**src/rtl/common_pkg.sv**
```systemverilog
// Shared decode types plus the combinational control and immediate generators
// used by the decode stage.
package common_pkg;

  typedef logic [31:0] instruction_t;

  typedef struct packed {
    logic [3:0] alu_op;       // {funct7[5], funct3} for ALU ops, 0 otherwise
    logic       alu_src_imm;  // second ALU operand is the immediate
    logic       mem_read;
    logic       mem_write;
    logic       reg_write;
    logic       branch;
    logic       jump;
    logic       lui;
    logic       auipc;
    logic       illegal;
  } control_t;

  localparam logic [6:0] OPC_LOAD   = 7'b0000011;
  localparam logic [6:0] OPC_STORE  = 7'b0100011;
  localparam logic [6:0] OPC_OP     = 7'b0110011;
  localparam logic [6:0] OPC_OP_IMM = 7'b0010011;
  localparam logic [6:0] OPC_BRANCH = 7'b1100011;
  localparam logic [6:0] OPC_JAL    = 7'b1101111;
  localparam logic [6:0] OPC_JALR   = 7'b1100111;
  localparam logic [6:0] OPC_LUI    = 7'b0110111;
  localparam logic [6:0] OPC_AUIPC  = 7'b0010111;

  // Only RV32E (16) and RV32I (32) register files are supported.
  function automatic logic num_regs_legal(input int n);
    return (n == 16) || (n == 32);
  endfunction

  // Control block: opcode/funct fields to control word.
  function automatic control_t decode_control(input instruction_t ins);
    control_t c;
    c = '0;
    case (ins[6:0])
      OPC_LOAD:   begin c.mem_read = 1'b1; c.reg_write = 1'b1; c.alu_src_imm = 1'b1; end
      OPC_STORE:  begin c.mem_write = 1'b1; c.alu_src_imm = 1'b1; end
      OPC_OP:     begin c.reg_write = 1'b1; c.alu_op = {ins[30], ins[14:12]}; end
      OPC_OP_IMM: begin
        c.reg_write   = 1'b1;
        c.alu_src_imm = 1'b1;
        // Only shifts-right use funct7[5] (srai vs srli); elsewhere those bits are immediate.
        c.alu_op      = {(ins[14:12] == 3'b101) ? ins[30] : 1'b0, ins[14:12]};
      end
      OPC_BRANCH: c.branch = 1'b1;
      OPC_JAL:    begin c.jump = 1'b1; c.reg_write = 1'b1; end
      OPC_JALR:   begin c.jump = 1'b1; c.reg_write = 1'b1; c.alu_src_imm = 1'b1; end
      OPC_LUI:    begin c.lui = 1'b1; c.reg_write = 1'b1; end
      OPC_AUIPC:  begin c.auipc = 1'b1; c.reg_write = 1'b1; end
      default:    c.illegal = 1'b1;
    endcase
    return c;
  endfunction

  // Immediate generator: sign-extended 32-bit immediate per instruction format.
  function automatic logic [31:0] gen_imm(input instruction_t ins);
    logic [31:0] imm;
    case (ins[6:0])
      OPC_LOAD, OPC_OP_IMM, OPC_JALR: imm = {{20{ins[31]}}, ins[31:20]};
      OPC_STORE:  imm = {{20{ins[31]}}, ins[31:25], ins[11:7]};
      OPC_BRANCH: imm = {{19{ins[31]}}, ins[31], ins[7], ins[30:25], ins[11:8], 1'b0};
      OPC_LUI, OPC_AUIPC: imm = {ins[31:12], 12'b0};
      OPC_JAL:    imm = {{11{ins[31]}}, ins[31], ins[19:12], ins[20], ins[30:21], 1'b0};
      default:    imm = '0;
    endcase
    return imm;
  endfunction

endpackage

```
**src/rtl/decode_regfile.sv**
```systemverilog
// Architectural register file: two write-first read ports, one write port.
// x0 and ids beyond NUM_REGS read as zero and ignore writes.
module decode_regfile
  import common_pkg::*;
#(
  parameter int XLEN     = 32,
  parameter int NUM_REGS = 32
) (
  input  logic            clk,
  input  logic            rst,
  input  logic            wr_en_i,
  input  logic [4:0]      wr_id_i,
  input  logic [XLEN-1:0] wr_data_i,
  input  logic [4:0]      rd1_id_i,
  output logic [XLEN-1:0] rd1_data_o,
  input  logic [4:0]      rd2_id_i,
  output logic [XLEN-1:0] rd2_data_o
);

  localparam int AW = $clog2(NUM_REGS);

  if (!num_regs_legal(NUM_REGS)) begin : g_bad_num_regs
    $error("decode_regfile: NUM_REGS must be 16 or 32");
  end

  logic [XLEN-1:0] regs_q [NUM_REGS];
  logic            wr_ok;

  function automatic logic id_live(input logic [4:0] id);
    return (id != 5'd0) && (32'(id) < NUM_REGS);
  endfunction

  // Write-first: a same-cycle write to the addressed register wins over storage.
  function automatic logic [XLEN-1:0] rd_port(input logic [4:0] id);
    if (!id_live(id)) return '0;
    if (wr_ok && (wr_id_i == id)) return wr_data_i;
    return regs_q[id[AW-1:0]];
  endfunction

  assign wr_ok      = wr_en_i && id_live(wr_id_i);
  assign rd1_data_o = rd_port(rd1_id_i);
  assign rd2_data_o = rd_port(rd2_id_i);

  // Storage update; reset clears every entry.
  always_ff @(posedge clk or posedge rst) begin
    if (rst) begin
      for (int i = 0; i < NUM_REGS; i++) regs_q[i] <= '0;
    end else if (wr_ok) begin
      regs_q[wr_id_i[AW-1:0]] <= wr_data_i;
    end
  end

endmodule

```
**src/rtl/decode_pipe_stage.sv**
```systemverilog
// Decode pipeline stage: decodes one instruction per cycle into a registered
// bundle with valid/ready handshake, load-use bubble insertion and flush.
module decode_pipe_stage
  import common_pkg::*;
#(
  parameter int XLEN     = 32,
  parameter int NUM_REGS = 32
) (
  input  logic            clk,
  input  logic            rst,
  input  logic            in_valid,
  output logic            in_ready,
  input  instruction_t    instruction,
  input  logic [XLEN-1:0] pc,
  input  logic            wb_en,
  input  logic [4:0]      wb_id,
  input  logic [XLEN-1:0] wb_data,
  input  logic            flush,
  output logic            out_valid,
  input  logic            out_ready,
  output logic [XLEN-1:0] out_pc,
  output logic [XLEN-1:0] out_immediate_data,
  output logic [XLEN-1:0] out_read1_data,
  output logic [XLEN-1:0] out_read2_data,
  output control_t        out_control,
  output logic [4:0]      out_rs1_id,
  output logic [4:0]      out_rs2_id,
  output logic [4:0]      out_rd_id,
  output logic [31:0]     stall_count
);

  logic [4:0]      rs1, rs2, rd;
  control_t        ctrl_dec;
  logic [XLEN-1:0] imm_dec;
  logic            hazard, accept, hold;
  logic [4:0]      rd1_addr, rd2_addr;
  logic [XLEN-1:0] rd1_data, rd2_data;

  logic            valid_q, valid_d;
  logic [XLEN-1:0] pc_q, pc_d, imm_q, imm_d, r1_q, r1_d, r2_q, r2_d;
  control_t        ctrl_q, ctrl_d;
  logic [4:0]      rs1_q, rs1_d, rs2_q, rs2_d, rd_q, rd_d;
  logic [31:0]     stall_q, stall_d;

  assign rs1      = instruction[19:15];
  assign rs2      = instruction[24:20];
  assign rd       = instruction[11:7];
  assign ctrl_dec = decode_control(instruction);
  assign imm_dec  = XLEN'(signed'(gen_imm(instruction)));

  // Load-use: the held bundle is a load whose destination the incoming instruction reads.
  assign hazard = in_valid && valid_q && ctrl_q.mem_read && (rd_q != 5'd0) &&
                  ((rd_q == rs1) || (rd_q == rs2));
  assign in_ready = flush || ((!valid_q || out_ready) && !hazard);
  assign accept   = in_valid && in_ready && !flush;
  assign hold     = valid_q && !out_ready;

  // While holding, the read ports track the held ids so write-back refreshes the operands.
  assign rd1_addr = hold ? rs1_q : rs1;
  assign rd2_addr = hold ? rs2_q : rs2;

  decode_regfile #(
    .XLEN     (XLEN),
    .NUM_REGS (NUM_REGS)
  ) u_regfile (
    .clk        (clk),
    .rst        (rst),
    .wr_en_i    (wb_en),
    .wr_id_i    (wb_id),
    .wr_data_i  (wb_data),
    .rd1_id_i   (rd1_addr),
    .rd1_data_o (rd1_data),
    .rd2_id_i   (rd2_addr),
    .rd2_data_o (rd2_data)
  );

  // Next-state selection: flush beats accept, accept beats hold, otherwise drain/bubble.
  always_comb begin
    valid_d = valid_q;
    pc_d    = pc_q;
    imm_d   = imm_q;
    r1_d    = r1_q;
    r2_d    = r2_q;
    ctrl_d  = ctrl_q;
    rs1_d   = rs1_q;
    rs2_d   = rs2_q;
    rd_d    = rd_q;
    stall_d = stall_q;
    if (flush) begin
      valid_d = 1'b0;
    end else if (accept) begin
      valid_d = 1'b1;
      pc_d    = pc;
      imm_d   = imm_dec;
      r1_d    = rd1_data;
      r2_d    = rd2_data;
      ctrl_d  = ctrl_dec;
      rs1_d   = rs1;
      rs2_d   = rs2;
      rd_d    = rd;
    end else if (hold) begin
      r1_d = rd1_data;
      r2_d = rd2_data;
    end else begin
      valid_d = 1'b0;
      // Reaching here with a hazard means out_ready=1: this cycle becomes a bubble.
      if (hazard && (stall_q != 32'hFFFF_FFFF)) stall_d = stall_q + 32'd1;
    end
  end

  // Bundle and counter registers.
  always_ff @(posedge clk or posedge rst) begin
    if (rst) begin
      valid_q <= 1'b0;
      pc_q    <= '0;
      imm_q   <= '0;
      r1_q    <= '0;
      r2_q    <= '0;
      ctrl_q  <= '0;
      rs1_q   <= '0;
      rs2_q   <= '0;
      rd_q    <= '0;
      stall_q <= '0;
    end else begin
      valid_q <= valid_d;
      pc_q    <= pc_d;
      imm_q   <= imm_d;
      r1_q    <= r1_d;
      r2_q    <= r2_d;
      ctrl_q  <= ctrl_d;
      rs1_q   <= rs1_d;
      rs2_q   <= rs2_d;
      rd_q    <= rd_d;
      stall_q <= stall_d;
    end
  end

  assign out_valid          = valid_q;
  assign out_pc             = pc_q;
  assign out_immediate_data = imm_q;
  assign out_read1_data     = r1_q;
  assign out_read2_data     = r2_q;
  assign out_control        = ctrl_q;
  assign out_rs1_id         = rs1_q;
  assign out_rs2_id         = rs2_q;
  assign out_rd_id          = rd_q;
  assign stall_count        = stall_q;

endmodule

```
**config.mk**
```make
export PLATFORM = sky130hd
export DESIGN_NAME = decode_pipe_stage
export DESIGN_NICKNAME = d
export VERILOG_FILES = /design/src/rtl/common_pkg.sv /design/src/rtl/decode_regfile.sv /design/src/rtl/decode_pipe_stage.sv
export SDC_FILE = /design/constraint.sdc
export NUM_CORES = 2
export LEC_CHECK = 0
export BUFFER_PORTS_ARGS = -buffer_cell sky130_fd_sc_hd__clkbuf_2
export CELL_PAD_IN_SITES_DETAIL_PLACEMENT = 0
export CELL_PAD_IN_SITES_GLOBAL_PLACEMENT = 1
export CORE_ASPECT_RATIO = 1.2
export CORE_MARGIN = 4
export CORE_UTILIZATION = 47
export DETAILED_ROUTE_END_ITERATION = 12
export PLACE_DENSITY_LB_ADDON = 0.05
export SLEW_MARGIN = 20
export SYNTH_ARGS = -nofsm -noshare
export SYNTH_HDL_FRONTEND = slang
export SYNTH_HIERARCHICAL = 1
export SYNTH_SLANG_ARGS = --single-unit
```
**constraint.sdc**
```tcl
create_clock -name clk -period 32 [get_ports clk]
set_clock_uncertainty 0.1 [all_clocks]
set_input_delay 3.2 -clock clk [delete_from_list [all_inputs] [get_ports clk]]
set_output_delay 3.2 -clock clk [all_outputs]
set_load 0.02 [all_outputs]
```
==> reports/qor.txt <==
Largest family of logic cells by synthesized area: multiplexers
DR vias: 42103
CORE AREA: 134000 um2
IO buf count: 296
Antenna viol nets, final: 0
Hold Startpoint: u_regfile/regs_q[1015]$_DFFE_PP0P_
Xor and xnor area share after synthesis: 0.703%
Logic pwr share: 22.0%
LEAKAGE: 31.7 nW
Post-detailed-route wirelength per cell: 33.9 um
Fin. max-slew vios: 0
Mapped cell area: 63600 um2
CTS clk-pin slew, worst paths: 0.06 ns
Clk network pwr share: 35.0%
Post-Synth Simple-Gate Area: 3.15%
Final Non-Filler Cells: 6488
Multi-input combinational cell area: 31200 um2
Routability Congestion: 0.782
Mapped Nets: 4632
Number of flops mapped to enable cells by yosys: 0
DRT iter0 DRCs: 3245
Most used flip-flop cell after synthesis: dfrtp_1
Worst path slowest cell: a22oi_2
Setup TNS after final layout: 0 ns
Initial antenna violation count: 7
WP data arrival: 4.54 ns
Vias in the first global route: 43441
Post-synthesis mux area share: 38.7%
Placed Cells incl. Taps: 6232
Top Ports: 297
DRT Pass-1 Iters: 7
Max stage delay on crit path: 0.38 ns
Final setup fails: 0
Reg power frac: 43.0%
Worst Hold Class: flop to flop
Die W: 344 um
Synth Area per Inst: 14.0 um2
CTS Buffer Depth: 3
Critical path origin: instruction[21]
Unrepaired setup endpoints after global routing: false
Final Hold Fails: 0
H-tree depth: 4
P_int: 3.34 mW
Compound-Gate Fraction of Synth Area: 5.92%
Clk sinks: 1213
CP required: 28.70 ns
Skew-Pair Late Insertion Delay: 0.77 ns
Area growth, synth to finish: 11.5%
Layout net count: 4693
Starting Density: 47.4%
Yosys warning count: 6
Critical path endpoint category: primary output
Post-route minimum period: 7.84 ns
# hold bufs at CTS: 0
Global Route Usage Sum: 31.2%
DP HPWL: 122 mm
Via density: 6.49
Crit path top cell by count: clkbuf_2
DRC violation count after routing: 0
CP Class: primary input to primary output
Crit-path max FO: 7
Critical R2R Launch: out_valid$_DFFE_PP0P_
Chip height: 411 um
Post-synthesis cell count: 4524
Slew HR: 21.9%
Status: finished clean
Sequential Area: 30400 um2
Post-synthesis sequential area ratio: 47.8%
#FFs+latches synth: 1213
Post-synthesis adder-cell area fraction: 0.0197%
Num CTS Buffers: 139
PostCTS Resize Cnt: 0
Final Cycle Share: 24.5%
Total wire length: 220 mm
Distinct cells, synth: 73
Global-route wire length before repair: 318 mm
Share of post-route cells with drive strength above 1: 45.6%
FILL cells: 11433
Peak supply drop: 0.0535 mV
Cell Chain, Critical Path: clkbuf_2 -> xor2_1 -> nor3_1 -> a22oi_2 -> nor2_1 -> nand2_1 -> a21o_1 -> clkbuf_2
Total grt overflow: 0
Setup Buffers After CTS: 0
Max cap viols: 0
Setup crit start kind: primary input
Power Dens Cells: 66.5 nW/um2
Area of the die: 141000 um2
Worst-margin pin slew: 1.17 ns
CTS root buf: clkbuf_16
Fmax: 128 MHz
Sw Ratio: 29.2%
Tot Pwr: 4.72 mW
Switching pwr: 1.38 mW
Async S/R FF share, synth: 100%
Placement Rows: 147
CTS tree: built
Largest net degree at the start of global routing: 180
==> layout make-up <==
cell class / instances / share of cell area [%]
diodes: 6 / 0.0212
flip-flops and latches: 1213 / 42.8
clock buffers: 204 / 5.88
inverters: 10 / 0.0688
clock inverters: 46 / 0.747
well taps: 1788 / 3.16
multi-input cells: 2827 / 44.1
repair buffers: 394 / 3.23
==> power groups by stage <==
stage | Sequential, mW | Combinational, mW | Clock [mW]
2_1_floorplan | 2.02 | 0.744 | 0
6_report | 2.03 | 1.04 | 1.65
4_1_cts | 2.02 | 1.04 | 1.68
3_3_place_gp | 2.04 | 1.03 | 0
5_1_grt | 2.06 | 1.11 | 1.74
3_5_place_dp | 2.05 | 1.04 | 0
==> state kept, by name, summed over array words and instances (netlist names) <==
signal              cells
out_read2_data         32
stall_count            32
out_pc                 32
u_regfile/regs_q     1024
out_rs2_id              5
out_control            13
out_read1_data         32
out_rs1_id              5
out_rd_id               5
out_immediate_data     32
out_valid               1
==> synth_stat cells (53+ instances only) <==
cell	count	area share, %
dfrtp_1	1213	48
mux2_2	1054	19
mux4_2	364	13
mux2i_1	316	5.0
clkbuf_1	208	1.2
nand2_1	184	1.1
buf_2	150	1.2
nor2_1	78	0.46
a21oi_1	76	0.60
mux2_1	69	1.2
a22oi_1	68	0.80
a211oi_1	53	0.63
==> worst max-delay path: cells and delay by family <==
family / cells / cell delay [ns]
AND/OR/NAND/NOR: 3 / 0.25
AO/OA/AOI/OAI: 2 / 0.50
buffers and inverters: 2 / 0.39
XOR/XNOR: 1 / 0.18
==> metal layers <==
metal	GRT usage, %	vias up	part of all wire, %
met5	0	-	0.0054
met4	12.3	2	4.3
met3	4.50	424	5.1
met2	51.5	1457	49
met1	41.8	22866	42
li1	-	17354	-
==> layout by cell type, fill, tap and decap left out, types with 53 or more instances in the layout <==
cell type,netlist,routed
dfrtp_1,1213,1213
mux2_2,1054,1045
mux4_2,364,364
mux2i_1,316,316
clkbuf_2,1,296
nand2_1,184,169
clkbuf_16,0,144
buf_4,28,92
a21oi_1,76,75
mux2_1,69,69
a22oi_1,68,68
nor2_1,78,64
a211oi_1,53,53
==> per-stage QoR <==
stage	setup slack, ns	hold WS (ns)	util [%]	area [um2]
6_report	24.16	0.297	52.9	70900
5_1_grt	24.04	0.307	52.9	70900
4_1_cts	24.16	0.296	52.9	70900
3_5_place_dp	23.93	0.283	49.3	66200
3_3_place_gp	23.94	0.277	49.3	66200
2_1_floorplan	14.59	0.341	-	63600
==> logic make-up (layout without fill, tap and decap cells) <==
logic type               count (synthesis)  in the layout
XOR/XNOR                                51             51
adder cells (fa/ha/maj)                  1              1
other                                    0              6
AND/OR/NAND/NOR                        418            418
flip-flops                            1213           1213
buffers and inverters                  484            654
AO/OA/AOI/OAI                          514            514
multiplexers                          1843           1843
==> worst paths after layout <==
kind                                                 endpoint  slack (ns)  depth (start not counted)
min reg2reg                u_regfile/regs_q[1015]$_DFFE_PP0P_        0.30                          0
max in group asynchronous   u_regfile/regs_q[734]$_DFFE_PP0P_       26.43                          5
max reg2reg                    out_read1_data[16]$_DFFE_PP0P_       26.79                         11
max                                                  in_ready       24.16                          8
min                        u_regfile/regs_q[1015]$_DFFE_PP0P_        0.30                          0
min in group asynchronous   u_regfile/regs_q[264]$_DFFE_PP0P_        2.44                          2
(Power assumes the default switching activity.)
